## config.mk

```make
export PLATFORM = sky130hd
export DESIGN_NAME = bus_master_seq
export DESIGN_NICKNAME = d
export VERILOG_FILES = /design/src/rtl/bus_seq_pkg.sv /design/src/rtl/bus_seq_timer.sv /design/src/rtl/bus_master_seq.sv
export SDC_FILE = /design/constraint.sdc
export NUM_CORES = 1
export LEC_CHECK = 0
export BUFFER_PORTS_ARGS = -buffer_cell sky130_fd_sc_hd__buf_2
export CAP_MARGIN = 20
export CORE_ASPECT_RATIO = 0.8
export CORE_MARGIN = 5
export CORE_UTILIZATION = 40
export CTS_BUF_LIST = sky130_fd_sc_hd__clkbuf_4
export DETAILED_ROUTE_END_ITERATION = 16
export MAX_ROUTING_LAYER = met4
export PLACE_DENSITY_LB_ADDON = 0.2
export SLEW_MARGIN = 20
export SYNTH_ARGS = -nofsm -noshare
export SYNTH_HDL_FRONTEND = slang
export SYNTH_HIERARCHICAL = 1
export SYNTH_SLANG_ARGS = --single-unit
export TNS_END_PERCENT = 10
```

## constraint.sdc

```tcl
create_clock -name clk -period 2.12 [get_ports clk]
set_clock_uncertainty 0.05 [all_clocks]
set_input_delay 0.424 -clock clk [delete_from_list [all_inputs] [get_ports clk]]
set_output_delay 0.424 -clock clk [all_outputs]
set_load 0.005 [all_outputs]
```

## src/rtl/bus_seq_pkg.sv

```systemverilog
// Shared types and constants for the bus master sequencer.
// Consumed by bus_seq_timer and bus_master_seq.
package bus_seq_pkg;

  typedef enum logic [2:0] {
    S_IDLE,
    S_WRITE,
    S_TURN,
    S_READ,
    S_RESP
  } state_e;

  localparam logic RNW_READ  = 1'b1;
  localparam logic RNW_WRITE = 1'b0;

  localparam int DW_DEF         = 8;
  localparam int TURN_CYC_DEF   = 1;
  localparam int SAMPLE_DLY_DEF = 1;

  localparam int TURN_MIN   = 0;
  localparam int TURN_MAX   = 3;
  localparam int SAMPLE_MIN = 1;
  localparam int SAMPLE_MAX = 4;

  localparam int CNT_W = 2;

  // Timer counts down to zero, so a phase of N cycles loads N-1.
  function automatic logic [CNT_W-1:0] cnt_init(input int cycles);
    logic [CNT_W-1:0] v;
    v = CNT_W'(cycles - 1);
    return v;
  endfunction

endpackage

```

## src/rtl/bus_seq_timer.sv

```systemverilog
// Loadable down-counter timing the TURN and READ phases.
// done_o is high while the count sits at zero.
import bus_seq_pkg::*;

module bus_seq_timer (
  input  logic             clk,
  input  logic             rst_n,
  input  logic             load_i,
  input  logic [CNT_W-1:0] load_val_i,
  output logic             done_o
);

  logic [CNT_W-1:0] cnt_q;

  always_ff @(posedge clk or negedge rst_n) begin
    if (!rst_n) begin
      cnt_q <= '0;
    end else if (load_i) begin
      cnt_q <= load_val_i;
    end else if (cnt_q != '0) begin
      cnt_q <= cnt_q - 1'b1;
    end
  end

  assign done_o = (cnt_q == '0);

endmodule

```

## src/rtl/bus_master_seq.sv

```systemverilog
// Bus master sequencer for the output-register tile data bus.
// Define BUS_MASTER_SEQ_VERIFY_EN to add a readback phase after writes.
import bus_seq_pkg::*;

module bus_master_seq #(
  parameter int DW         = DW_DEF,
  parameter int TURN_CYC   = TURN_CYC_DEF,
  parameter int SAMPLE_DLY = SAMPLE_DLY_DEF
) (
  input  logic          clk,
  input  logic          rst_n,
  input  logic          cmd_valid,
  output logic          cmd_ready,
  input  logic          cmd_write,
  input  logic [DW-1:0] cmd_data,
  output logic          rsp_valid,
  input  logic          rsp_ready,
  output logic [DW-1:0] rsp_data,
  output logic          rsp_err,
  output logic          bus_rnw,
  output logic [DW-1:0] bus_dout,
  output logic [DW-1:0] bus_oe,
  input  logic [DW-1:0] bus_din,
  output logic          busy
);

  if (TURN_CYC < TURN_MIN || TURN_CYC > TURN_MAX ||
      SAMPLE_DLY < SAMPLE_MIN ||
      SAMPLE_DLY > SAMPLE_MAX) begin : g_bad_param
    $error("bus_master_seq: TURN_CYC/SAMPLE_DLY out of range");
  end

`ifdef BUS_MASTER_SEQ_VERIFY_EN
  localparam bit VERIFY = 1'b1;
`else
  localparam bit VERIFY = 1'b0;
`endif

  localparam bit HAS_TURN = (TURN_CYC > 0);

  state_e           state_q;
  logic             rnw_q;
  logic [DW-1:0]    oe_q;
  logic [DW-1:0]    dout_q;
  logic [DW-1:0]    data_q;
  logic             rsp_valid_q;
  logic [DW-1:0]    rsp_data_q;
  logic             tmr_load;
  logic [CNT_W-1:0] tmr_val;
  logic             tmr_done;
  logic             accept;

  assign accept = cmd_valid && (state_q == S_IDLE);

  always_comb begin
    tmr_load = 1'b0;
    tmr_val  = '0;
    unique case (state_q)
      S_IDLE: begin
        if (accept && !cmd_write) begin
          tmr_load = 1'b1;
          tmr_val  = cnt_init(SAMPLE_DLY);
        end
      end
      S_WRITE: begin
        if (HAS_TURN) begin
          tmr_load = 1'b1;
          tmr_val  = cnt_init(TURN_CYC);
        end else if (VERIFY) begin
          tmr_load = 1'b1;
          tmr_val  = cnt_init(SAMPLE_DLY);
        end
      end
      S_TURN: begin
        if (tmr_done && VERIFY) begin
          tmr_load = 1'b1;
          tmr_val  = cnt_init(SAMPLE_DLY);
        end
      end
      default: ;
    endcase
  end

  bus_seq_timer u_timer (
    .clk        (clk),
    .rst_n      (rst_n),
    .load_i     (tmr_load),
    .load_val_i (tmr_val),
    .done_o     (tmr_done)
  );

`ifdef BUS_MASTER_SEQ_VERIFY_EN
  logic write_q;
  logic err_q;
`endif

  always_ff @(posedge clk or negedge rst_n) begin
    if (!rst_n) begin
      state_q     <= S_IDLE;
      rnw_q       <= RNW_READ;
      oe_q        <= '0;
      dout_q      <= '0;
      data_q      <= '0;
      rsp_valid_q <= 1'b0;
      rsp_data_q  <= '0;
`ifdef BUS_MASTER_SEQ_VERIFY_EN
      write_q     <= 1'b0;
      err_q       <= 1'b0;
`endif
    end else begin
      unique case (state_q)
        S_IDLE: begin
          if (accept) begin
            data_q <= cmd_data;
`ifdef BUS_MASTER_SEQ_VERIFY_EN
            write_q <= cmd_write;
`endif
            if (cmd_write) begin
              state_q <= S_WRITE;
              rnw_q   <= RNW_WRITE;
              oe_q    <= '1;
              dout_q  <= cmd_data;
            end else begin
              state_q <= S_READ;
            end
          end
        end
        S_WRITE: begin
          // Release the bus on the same edge the target captures.
          rnw_q <= RNW_READ;
          oe_q  <= '0;
          if (HAS_TURN) begin
            state_q <= S_TURN;
          end else if (VERIFY) begin
            state_q <= S_READ;
          end else begin
            state_q     <= S_RESP;
            rsp_valid_q <= 1'b1;
            rsp_data_q  <= data_q;
          end
        end
        S_TURN: begin
          if (tmr_done) begin
            if (VERIFY) begin
              state_q <= S_READ;
            end else begin
              state_q     <= S_RESP;
              rsp_valid_q <= 1'b1;
              rsp_data_q  <= data_q;
            end
          end
        end
        S_READ: begin
          if (tmr_done) begin
            state_q     <= S_RESP;
            rsp_valid_q <= 1'b1;
            rsp_data_q  <= bus_din;
`ifdef BUS_MASTER_SEQ_VERIFY_EN
            err_q <= write_q && (bus_din != data_q);
`endif
          end
        end
        S_RESP: begin
          if (rsp_ready) begin
            state_q     <= S_IDLE;
            rsp_valid_q <= 1'b0;
          end
        end
        default: state_q <= S_IDLE;
      endcase
    end
  end

  assign cmd_ready = (state_q == S_IDLE);
  assign busy      = (state_q != S_IDLE);
  assign rsp_valid = rsp_valid_q;
  assign rsp_data  = rsp_data_q;
  assign bus_rnw   = rnw_q;
  assign bus_oe    = oe_q;
  assign bus_dout  = dout_q;

`ifdef BUS_MASTER_SEQ_VERIFY_EN
  assign rsp_err = err_q;
`else
  assign rsp_err = 1'b0;
`endif

endmodule

```

# After elaboration in Yosys (flattened, before gate mapping)
# Cells that the tools add are included.
# totals
reg_bits	39
out_inout_bits	29
elab_cells	58
# op_classes
add_sub_neg	1
n_eq_ne	10
n_mux	21
n_reduce_logical	18
# ops
cell	count
2-to-1 mux 8 bit	4
case mux 8 bit (2 select lines)	2
AND reduction 3 bit	5
case mux 3 bit (4 select lines)	1
nonzero test 2 bit	5
2-to-1 mux 3 bit	3
equality test 3 x 2 -> 1 bit, second input constant	2
2-to-1 mux 2 bit	3
inequality test 2 x 1 -> 1 bit, second input constant	3
inequality test 2 bit, second input constant	3
case mux 1 bit (2 select lines)	3
2-to-1 mux 1 bit	5
equality test 3 x 1 -> 1 bit, second input constant	1
equality test 3 bit, second input constant	1
zero test 3 bit	1
nonzero test 3 bit	1
logical AND 1 bit	2
zero test 2 bit	1
AND reduction 2 bit	1
OR reduction 2 bit	1
subtractor 2 x 1 -> 2 bit, second input constant	1
zero test 1 bit	1

# Depth between registers and ports, before layout
# Gate-level depths: netlist of the first run.
# logic_depth
word_depth	6
mapped_depth	6

# By module
# Netlist of the first run, hierarchy kept.
# by_module_without_submodules
mod	n_inst	cells_per_inst	area_each_um2	seq_area_each_um2
bus_master_seq	1	108	1341.3	752.0
bus_seq_timer	1	12	113.9	50.0

# Worst setup path after synthesis of the first run
# OpenSTA, ideal clock, no wires.
# synth_timing
path_kind	register to register
startpoint	register state_q[0]
endpoint	register u_timer.cnt_q[1]
setup_time_ns	0.124
t_arrival_ns	1.500
slack_ns	0.446
stages_incl_launch_ff	7
n_path_buf	2
period_less_slack_ns	1.674
cell_sequence	dfrtp_1 buf_2 buf_1 a21oi_1 nor3_1 or2b_1 o31a_1
# synth_between
elab_chain_cells	6
elab_cells_between_ends	8
# synth_lines
element	line	text
start, declared	bus_master_seq.sv:41	state_e state_q;
start signal, assigned	bus_master_seq.sv:99	state_q <= S_IDLE;
start signal, assigned	bus_master_seq.sv:119	state_q <= S_WRITE;
start signal, assigned	bus_master_seq.sv:124	state_q <= S_READ;
zero test 3 bit	bus_master_seq.sv:53, bus_master_seq.sv:58	
logical AND 1 bit	bus_master_seq.sv:53	assign accept = cmd_valid && (state_q == S_IDLE);
logical AND 1 bit	bus_master_seq.sv:60	if (accept && !cmd_write) begin
2-to-1 mux 1 bit	bus_master_seq.sv:60	
case mux 1 bit (2 select lines) *	bus_master_seq.sv:58	unique case (state_q)
net tmr_load	bus_master_seq.sv:48	logic tmr_load;
2-to-1 mux 2 bit or nonzero test 2 bit (tied branches)	-	
end signal, assigned	bus_seq_timer.sv:19	cnt_q <= load_val_i;
end signal, assigned	bus_seq_timer.sv:21	cnt_q <= cnt_q - 1'b1;
end, declared	bus_seq_timer.sv:13	logic [CNT_W-1:0] cnt_q;
# The timed path passes the listed nets; every way through them passes the cells marked *.
# A chain may end at the register's enable or synchronous reset.

# Worst setup path in the final report of the first run
# layout_timing
startpoint	register state_q[0]
endpoint	output port busy
# layout_between
elab_chain_cells	1
# layout_lines
element	line	text
nonzero test 3 bit	bus_master_seq.sv:175	assign busy = (state_q != S_IDLE);
end, declared	bus_master_seq.sv:24	output logic busy
# No other way between the ends.

==> results.py, run 1 <==
metrics = {
    "die": {
        "ios": 50,
        "start_util_pct": 41.9,
        "die-area_sq_um": 4950,
        "die_y_microns": 63.9,
        "die_x_microns": 77.4,
        "row_count": 19,
        "design.core.area_sq_um": 3470,
    },
    "global_route": {
        "grt_pass1_wl_microns": 5150,
        "antenna_found_initial": 0,
        "grt_overflow": 0,
        "grt_usage_pct": 13.7,
        "grt_most_used_layer": "met2",
        "first_global_vias": 1136,
        "grt_max_degree": 33,
        "use_met1_pct": 16.8,
        "grtUsageMet3_pct": 4.92,
        "use_met2_pct": 20.4,
    },
    "final_layout": {
        "final_nets": 188,
        "stdcell_area_sq_um": 1730,
        "syn2layout_area_growth_pct": 18.6,
        "drive_above_1_share_pct": 46.4,
        "antennaDiodeCount": 0,
        "fin_cells": 208,
    },
    "route": {
        "wire_per_inst_microns": 14.4,
        "vias": 999,
        "postRouteAntennaNets": 0,
        "drtIter0Drc": 47,
        "first_pass_iters": 4,
        "drc": 0,
        "routed_wl_microns": 2990,
        "viasPerCell": 4.80,
    },
    "outcome": {
        "status": "completed",
    },
    "clocking": {
        "htreeDepth": 2,
        "cts_tree": "built",
        "cts_buffers": 5,
        "post_cts_buffers": 0,
        "post_cts_resized": 0,
        "root_buffer": "clkbuf_4",
        "clockBufferDepth": 2,
        "cts.clk_slew.worst_paths_ns": 0.10,
        "cts_num_sinks": 32,
        "worstSkewPairLatency_ns": 0.32,
        "hold_buffers": 0,
    },
    "setup_path": {
        "worst-endpoint-required_ns": 1.65,
        "crit_fanout": 10,
        "r2r-start": "u_timer/cnt_q[0]",
        "startpoint": "state_q[0]",
        "worstSetupPathType": "flip-flop to primary output",
        "cp-end-kind": "primary output",
        "cp.arrival_ns": 1.30,
        "crit_path_start_kind": "flip-flop",
    },
    "min_path": {
        "hold_class": "input port to async pin",
    },
    "place": {
        "place_inst": 201,
        "placed_area_sq_um": 1680,
        "gp_congestion": 0.704,
        "io_buffers": 48,
        "hpwl_microns": 2260,
    },
    "logic_synthesis": {
        "async_flop_share_pct": 100,
        "netlist_instances": 120,
        "syn_area_per_cell_sq_um": 12.1,
        "ys_seq_elements": 32,
        "yosys_warnings": 6,
        "ys_seq_area_share_pct": 55.1,
        "ys.flop_type": "dfrtp_1",
        "synth_edf_count": 0,
        "syn_area_sq_um": 1460,
        "yosysUniqueCellTypes": 30,
    },
    "power_and_ir_drop": {
        "finalPower_mw": 2.61,
        "ir_worst_vdd_v": 0.000565,
        "powerDensity_nw_per_um2": 1510,
        "leakage_nw": 0.858,
    },
    "sta": {
        "max_slew_margin_pct": 53.3,
        "min_period_over_period_pct": 83.8,
        "rsz0062_at_grt": "false",
        "min_period_ns": 1.78,
        "worst_slew_pin_slew_ns": 0.701,
        "setup_viol": 0,
        "hold_viol": 0,
        "maxSlewViolCount": 0,
        "finalSetupTns_ns": 0,
        "timing.fmax_mhz": 563,
    },
    "job": {
        "max_cap_viol_count": 0,
    },
}
[per-layer routing]
| layer | share of wire [%] | vias up |
|---|---|---|
| li1 | - | 492 |
| met1 | 45 | 466 |
| met2 | 45 | 37 |
| met3 | 8.2 | 4 |
| met4 | 1.2 | 0 |
| met5 | 0 | - |
[through the flow]
step	setup slack, ns	utilization (%)	hold slack (ns)
after floorplan	0.446	-	0.0784
after global placement	0.542	48.3	0.425
after detailed placement	0.486	48.3	0.424
after CTS	0.308	49.7	0.108
after global routing	0.221	49.7	0.140
final	0.342	49.7	0.0890
[worst paths after layout]
path / endpoint / slack (ns) / depth (start not counted)
max reg2reg: rsp_data[4] / 0.47 / 5
min: bus_dout[3] / 0.09 / 1
max in group asynchronous: data_q[0] / 1.48 / 1
min in group clk: data_q[5] / 0.30 / 2
max: busy / 0.34 / 3
min reg2reg: rsp_data[6] / 0.44 / 2
[sequential cells by signal, summed over array words and instances, names as in the netlist]
name / cells
bus_dout: 8
data_q: 8
rsp_data: 8
state_q: 3
u_timer/cnt_q: 2
bus_oe: 1
bus_rnw: 1
rsp_valid: 1
[critical path: stages, from the launching register on]
cell     delay (ns)
dfrtp_1        0.55
nor3_1         0.25
inv_1          0.06
buf_2          0.12
[synthesized netlist by cell type, types with 2 or more instances]
library cell	count	area share [%]
o21ai_0	9	3.1
nand2_1	11	2.8
inv_1	4	1.0
a21oi_1	4	1.4
nor2_1	4	1.0
nor3_1	2	0.69
buf_4	8	4.1
nand3b_1	2	1.0
dfrtp_1	31	53
mux2i_1	8	5.5
buf_6	2	1.5
mux2_2	16	12
a211oi_1	2	1.0
[layout by cell type, fill, tap and decap left out]
master,n
a211oi_1,2
a21bo_2,1
a21oi_1,4
a22o_1,1
a2bb2oi_1,1
a31oi_1,1
and2_1,1
buf_2,48
buf_4,2
clkbuf_4,6
clkinv_2,1
conb_1,3
dfrtp_1,31
dfstp_2,1
ha_1,1
inv_1,4
mux2_2,16
mux2i_1,8
nand2_1,11
nand2_4,1
nand3_1,1
nand3b_1,2
nor2_1,4
nor3_1,2
nor4b_4,1
o21ai_0,9
o31a_1,1
or2b_1,1
xor2_1,1
[cells by family (layout without fill, tap and decap cells)]
kind of cell	count (synthesis)	in the layout	share of synthesized area (%)
DFF	32	32	55.1
buffers and inverters	17	61	7.57
other	1	3	0.258
muxes	24	24	17.9
adders and majority gates	1	1	0.860
and+or+nand+nor	24	24	9.29
xor gates and xnor gates	1	1	0.602
AOI/OAI and AO/OA	20	20	8.43
[power by group]
part	leakage (nW)	total, mW	internal [mW]	switching (mW)
Sequential	0.383	1.18	0.929	0.253
Clock	0.0315	0.327	0.135	0.192
Combinational	0.444	1.10	0.608	0.493
[final cells by class]
type	instances	area, sq um
multi-input combinational	73	551
timing repair buffer	50	255
tap	42	52.6
clock buffer	6	45.0
sequential	32	802
fill	334	1750
inverter	4	15.0
clock inverter	1	5.00
Power figures use the tool's default switching activity.
==> run 2, diff against run 1 <==
- ABC_AREA: unset -> 1
- clock period: 2.12 -> 1.8 ns (I/O delays scaled with it)
==> results.py, run 2 <==
metrics = {
    "route": {
        "viasPerCell": 4.56,
        "routed_wl_microns": 3160,
        "wire_per_inst_microns": 11.8,
        "drc": 0,
        "first_pass_iters": 4,
        "postRouteAntennaNets": 0,
        "vias": 1222,
        "drtIter0Drc": 81,
    },
    "die": {
        "die-area_sq_um": 5040,
        "design.core.area_sq_um": 3490,
        "ios": 50,
        "die_x_microns": 78.1,
        "die_y_microns": 64.5,
        "start_util_pct": 42.5,
        "row_count": 19,
    },
    "global_route": {
        "first_global_vias": 1087,
        "grt_pass1_wl_microns": 5280,
        "grt_most_used_layer": "met1",
        "grt_usage_pct": 13.5,
        "grt_max_degree": 33,
        "grtUsageMet3_pct": 3.74,
        "antenna_found_initial": 0,
        "grt_overflow": 0,
        "use_met1_pct": 19.9,
        "use_met2_pct": 16.9,
    },
    "sta": {
        "setup_viol": 0,
        "worst_slew_pin_slew_ns": 0.699,
        "maxSlewViolCount": 0,
        "rsz0062_at_grt": "false",
        "finalSetupTns_ns": 0,
        "hold_viol": 0,
        "timing.fmax_mhz": 609,
        "min_period_ns": 1.64,
        "max_slew_margin_pct": 53.4,
        "min_period_over_period_pct": 91.2,
    },
    "power_and_ir_drop": {
        "p_int_mw": 1.81,
        "clkPwrFrac_pct": 13.7,
        "leakage_nw": 1.01,
        "finalPower_mw": 3.04,
        "swShare_pct": 40.6,
        "combPwrFrac_pct": 44.5,
        "power_switching_mw": 1.24,
        "powerDensity_nw_per_um2": 1720,
        "p_seq_share_pct": 41.9,
        "ir_worst_vdd_v": 0.000747,
    },
    "clocking": {
        "htreeDepth": 2,
        "worstSkewPairLatency_ns": 0.33,
        "cts_buffers": 5,
        "post_cts_resized": 1,
        "cts.clk_slew.worst_paths_ns": 0.10,
        "cts_tree": "built",
        "root_buffer": "clkbuf_4",
        "post_cts_buffers": 0,
        "cts_num_sinks": 32,
        "clockBufferDepth": 2,
        "hold_buffers": 0,
    },
    "logic_synthesis": {
        "netlist_instances": 176,
        "yosys.area.top_type_share_pct": 52.3,
        "syn_area_sq_um": 1480,
        "ys_seq_elements": 32,
        "synth_edf_count": 0,
        "synth_common_cells": "nand2_1, dfrtp_1, nand3_1",
        "syn_area_per_cell_sq_um": 8.43,
        "async_flop_share_pct": 100,
        "yosysTopAreaCell": "dfrtp_1",
        "synth_area_leaders": "dfrtp_1, nand2_1, nand3_1",
        "yosys_warnings": 6,
        "yosysUniqueCellTypes": 20,
        "yosysMostFrequentCell": "nand2_1",
        "ys.flop_type": "dfrtp_1",
        "ys_seq_area_share_pct": 54.0,
    },
    "final_layout": {
        "layout_commonest_cell": "nand2_1",
        "antennaDiodeCount": 0,
        "fin_cells": 268,
        "final_nets": 247,
        "drive_above_1_share_pct": 29.6,
        "fillers": 354,
        "syn2layout_area_growth_pct": 19.6,
        "final_cell_mix": "nand2_1, buf_2, dfrtp_1, nand3_1, inv_1",
    },
    "place": {
        "io_buffers": 48,
        "place_inst": 260,
        "gp_congestion": 0.750,
        "hpwl_microns": 2380,
    },
    "job": {
        "max_cap_viol_count": 0,
    },
    "min_path": {
        "hold_class": "input port to async pin",
    },
    "setup_path": {
        "cp-end-kind": "primary output",
        "max_stage_delay_ns": 0.40,
        "crit_slowest_cell": "dfrtp_1",
        "crit_chain": "clkinv_2 -> nand2_2 -> inv_1 -> buf_2",
        "crit_path_start_kind": "flip-flop",
        "worstSetupPathType": "flip-flop to primary output",
        "worst-endpoint-required_ns": 1.39,
        "critPathTopFamily": "flip-flops",
        "crit_fanout": 10,
        "cp.arrival_ns": 1.23,
        "path_buf_inv": 3,
    },
    "outcome": {
        "status": "completed",
    },
}
-- run 2: changes by cell type after synthesis, sizes merged, moves of 2 or more --
cell | previous run | this run
a21oi | 4 | 0
nor3 | 2 | 0
buf | 12 | 10
o21ai | 9 | 18
mux2i | 8 | 0
nand3 | 1 | 14
nand3b | 2 | 0
nor2 | 4 | 14
a211oi | 2 | 0
mux2 | 16 | 0
inv | 4 | 13
nand2 | 12 | 71
-- run 2: cells by family (layout without fill, tap and decap cells) --
logic type	Yosys count	in the layout	synth area share (%)
and+or+nand+nor	99	99	29.2
DFF	32	32	54.0
buffers and inverters	24	72	9.11
AOI/OAI and AO/OA	19	19	6.58
adders and majority gates	1	1	0.843
other	1	3	0.253
-- run 2: metal layers --
metal,part of all wire (%),wire [microns]
met3,7.9,248
met2,39,1220
met5,0,0
met4,1.8,57
met1,52,1630
-- run 2: cell type report --
type                            count  area, sq um  area share, %
Sequential cell                    32          802           45.2
Multi-Input combinational cell    122          554           31.2
Timing Repair Buffer               50          255           14.4
Inverter                           14         53.8           3.03
Clock buffer                        7         52.6           2.96
Tap cell                           42         52.6           2.96
Clock inverter                      1         3.75          0.212
-- run 2: final timing paths --
path,start,endpoint,slack (ns),depth (start not counted)
max,state_q[0],cmd_ready,0.16,4
min,rst_n,rsp_data[7],0.01,1
max reg2reg,u_timer/cnt_q[0],rsp_data[4],0.36,7
min reg2reg,bus_rnw,bus_rnw,0.42,2
max in group asynchronous,rst_n,u_timer/cnt_q[1],1.23,1
min in group clk,cmd_data[4],data_q[4],0.20,3
-- run 2: stage by stage --
stage	cell area [sq um]	hold slack, ns	util (%)	setup slack [ns]
after floorplan	1490	0.0144	-	0.427
after global routing	1770	0.0841	50.8	0.0720
after detailed placement	1720	0.401	49.1	0.277
after global placement	1720	0.403	49.1	0.280
after CTS	1770	0.0241	50.8	0.129
final	1770	0.0127	50.8	0.158
-- run 2: worst reg2reg max path: cells and delay by family, from the launching register on --
kind                     cells  cell delay (ns)
buffers and inverters        3             0.32
adder cells (fa/ha/maj)      1             0.22
flip-flops                   1             0.40
AO/OA/AOI/OAI                1             0.06
AND/OR/NAND/NOR              2             0.30
-- run 2: power by group through the flow --
stage | Combinational, mW | Clock [mW] | Sequential [mW]
after floorplan | 0.959 | 0 | 1.29
after global placement | 1.35 | 0 | 1.29
after detailed placement | 1.38 | 0 | 1.29
after CTS | 1.39 | 0.438 | 1.28
after global routing | 1.57 | 0.458 | 1.33
final | 1.35 | 0.416 | 1.27
==> run 3, diff against run 2 <==
- CORE_ASPECT_RATIO: 0.8 -> 1.2
- CORE_UTILIZATION: 40 -> 51
==> results.py, run 3 (same netlist as run 2, synthesis figures left out) <==
metrics = {
    "die": {
        "die-area_sq_um": 4090,
        "row_count": 21,
        "ios": 50,
        "design.core.area_sq_um": 2790,
        "start_util_pct": 53.3,
        "die_x_microns": 59.2,
        "die_y_microns": 69.1,
    },
    "place": {
        "placed_area_sq_um": 1700,
        "gp_congestion": 0.771,
        "pre_cts_ws_ns": 0.325,
        "io_buffers": 48,
        "place_inst": 251,
        "hpwl_microns": 2310,
    },
    "clocking": {
        "hold_buffers": 0,
        "cts_tree": "built",
        "clockBufferDepth": 2,
        "cts_num_sinks": 32,
        "root_buffer": "clkbuf_4",
        "worstSkewPairLatency_ns": 0.33,
        "cts.clk_slew.worst_paths_ns": 0.10,
        "cts_buffers": 5,
        "htreeDepth": 2,
    },
    "setup_path": {
        "worst-endpoint-required_ns": 1.39,
        "cp-end-kind": "primary output",
        "crit_fanout": 5,
        "worstSetupPathType": "flip-flop to primary output",
        "crit_path_start_kind": "flip-flop",
        "cp.arrival_ns": 1.23,
    },
    "sta": {
        "hold_viol": 0,
        "final.setup.worst_slack_ns": 0.159,
        "rsz0062_at_grt": "false",
        "min_period_ns": 1.64,
        "maxSlewViolCount": 0,
        "timing.hold.ws_ns": 0.0161,
        "worst_slew_pin_slew_ns": 0.692,
        "timing.fmax_mhz": 609,
        "setup_viol": 0,
        "min_period_over_period_pct": 91.2,
        "finalSetupTns_ns": 0,
        "max_slew_margin_pct": 53.9,
    },
    "global_route": {
        "antenna_found_initial": 0,
        "grt_pass1_wl_microns": 5550,
        "grt_max_degree": 33,
        "first_global_vias": 1274,
        "grt_overflow": 0,
        "grt_usage_pct": 17.8,
    },
    "route": {
        "drc": 0,
        "wire_per_inst_microns": 11.8,
        "drtIter0Drc": 56,
        "postRouteAntennaNets": 0,
        "first_pass_iters": 6,
        "vias": 1244,
        "viasPerCell": 4.77,
        "routed_wl_microns": 3080,
    },
    "power_and_ir_drop": {
        "powerDensity_nw_per_um2": 1740,
        "ir_worst_vdd_v": 0.000838,
        "leakage_nw": 1.02,
        "finalPower_mw": 3.08,
    },
    "final_layout": {
        "final_cell_mix": "nand2_1, buf_2, dfrtp_1, nand3_1, inv_1",
        "syn2layout_area_growth_pct": 19.6,
        "stdcell_area_sq_um": 1780,
        "antennaDiodeCount": 0,
        "final_nets": 248,
        "utilization_pct": 63.7,
        "fin_cells": 261,
        "layout_commonest_cell": "nand2_1",
        "drive_above_1_share_pct": 30.4,
    },
    "outcome": {
        "status": "completed",
    },
    "job": {
        "max_cap_viol_count": 0,
    },
    "min_path": {
        "hold_class": "input port to async pin",
    },
}
## run 3: cell types whose count changed in the layout (fill, tap and decap cells not counted), sizes merged
cell,delta
clkinv,-1
clkinvlp,+1
buf,+1
## run 3: worst paths after layout
| check | from | endpoint | slack (ns) | cells past startpoint |
|---|---|---|---|---|
| worst min register to register | bus_rnw | bus_rnw | 0.42 | 2 |
| worst max register to register | u_timer/cnt_q[0] | rsp_data[5] | 0.36 | 7 |
| worst min-delay path | rst_n | data_q[5] | 0.02 | 1 |
| worst max-delay path | state_q[2] | cmd_ready | 0.16 | 4 |
| min in group clk | cmd_data[2] | data_q[2] | 0.19 | 3 |
| max in group asynchronous | rst_n | rsp_data[0] | 1.22 | 1 |
## run 3: critical path: stages (launching register included)
cell and delay [ns]:
dfrtp_1 0.46, nor2_4 0.15, nand2_2 0.11, inv_1 0.08, buf_2 0.11
## run 3: layer usage
metal | global-route usage, % | up-vias | routed length, microns
met5 | - | - | 0
met4 | 7.56 | 0 | 77
met3 | 5.78 | 7 | 171
met2 | 27.7 | 39 | 1450
met1 | 20.7 | 557 | 1380
li1 | - | 641 | -
## run 3: final cells by class
cell class / instances / area, sq um
clock buffer: 7 / 52.6
clock inverter: 1 / 5.00
fill: 261 / 1010
inverter: 14 / 56.3
multi-input combinational: 122 / 554
sequential: 32 / 802
tap: 34 / 42.5
timing repair buffer: 51 / 263
## run 3: where the power goes
| group | switching (mW) | internal (mW) | total, mW | leakage, nW |
|---|---|---|---|---|
| registers | 0.216 | 1.07 | 1.28 | 0.398 |
| clock network | 0.237 | 0.182 | 0.419 | 0.0361 |
| logic | 0.801 | 0.579 | 1.38 | 0.583 |
## run 3: what timing repair did
item | CTS | global route
resized for setup | 0 | 1
setup endpoints to repair | 0 | 2
buffers inserted | 0 | 2
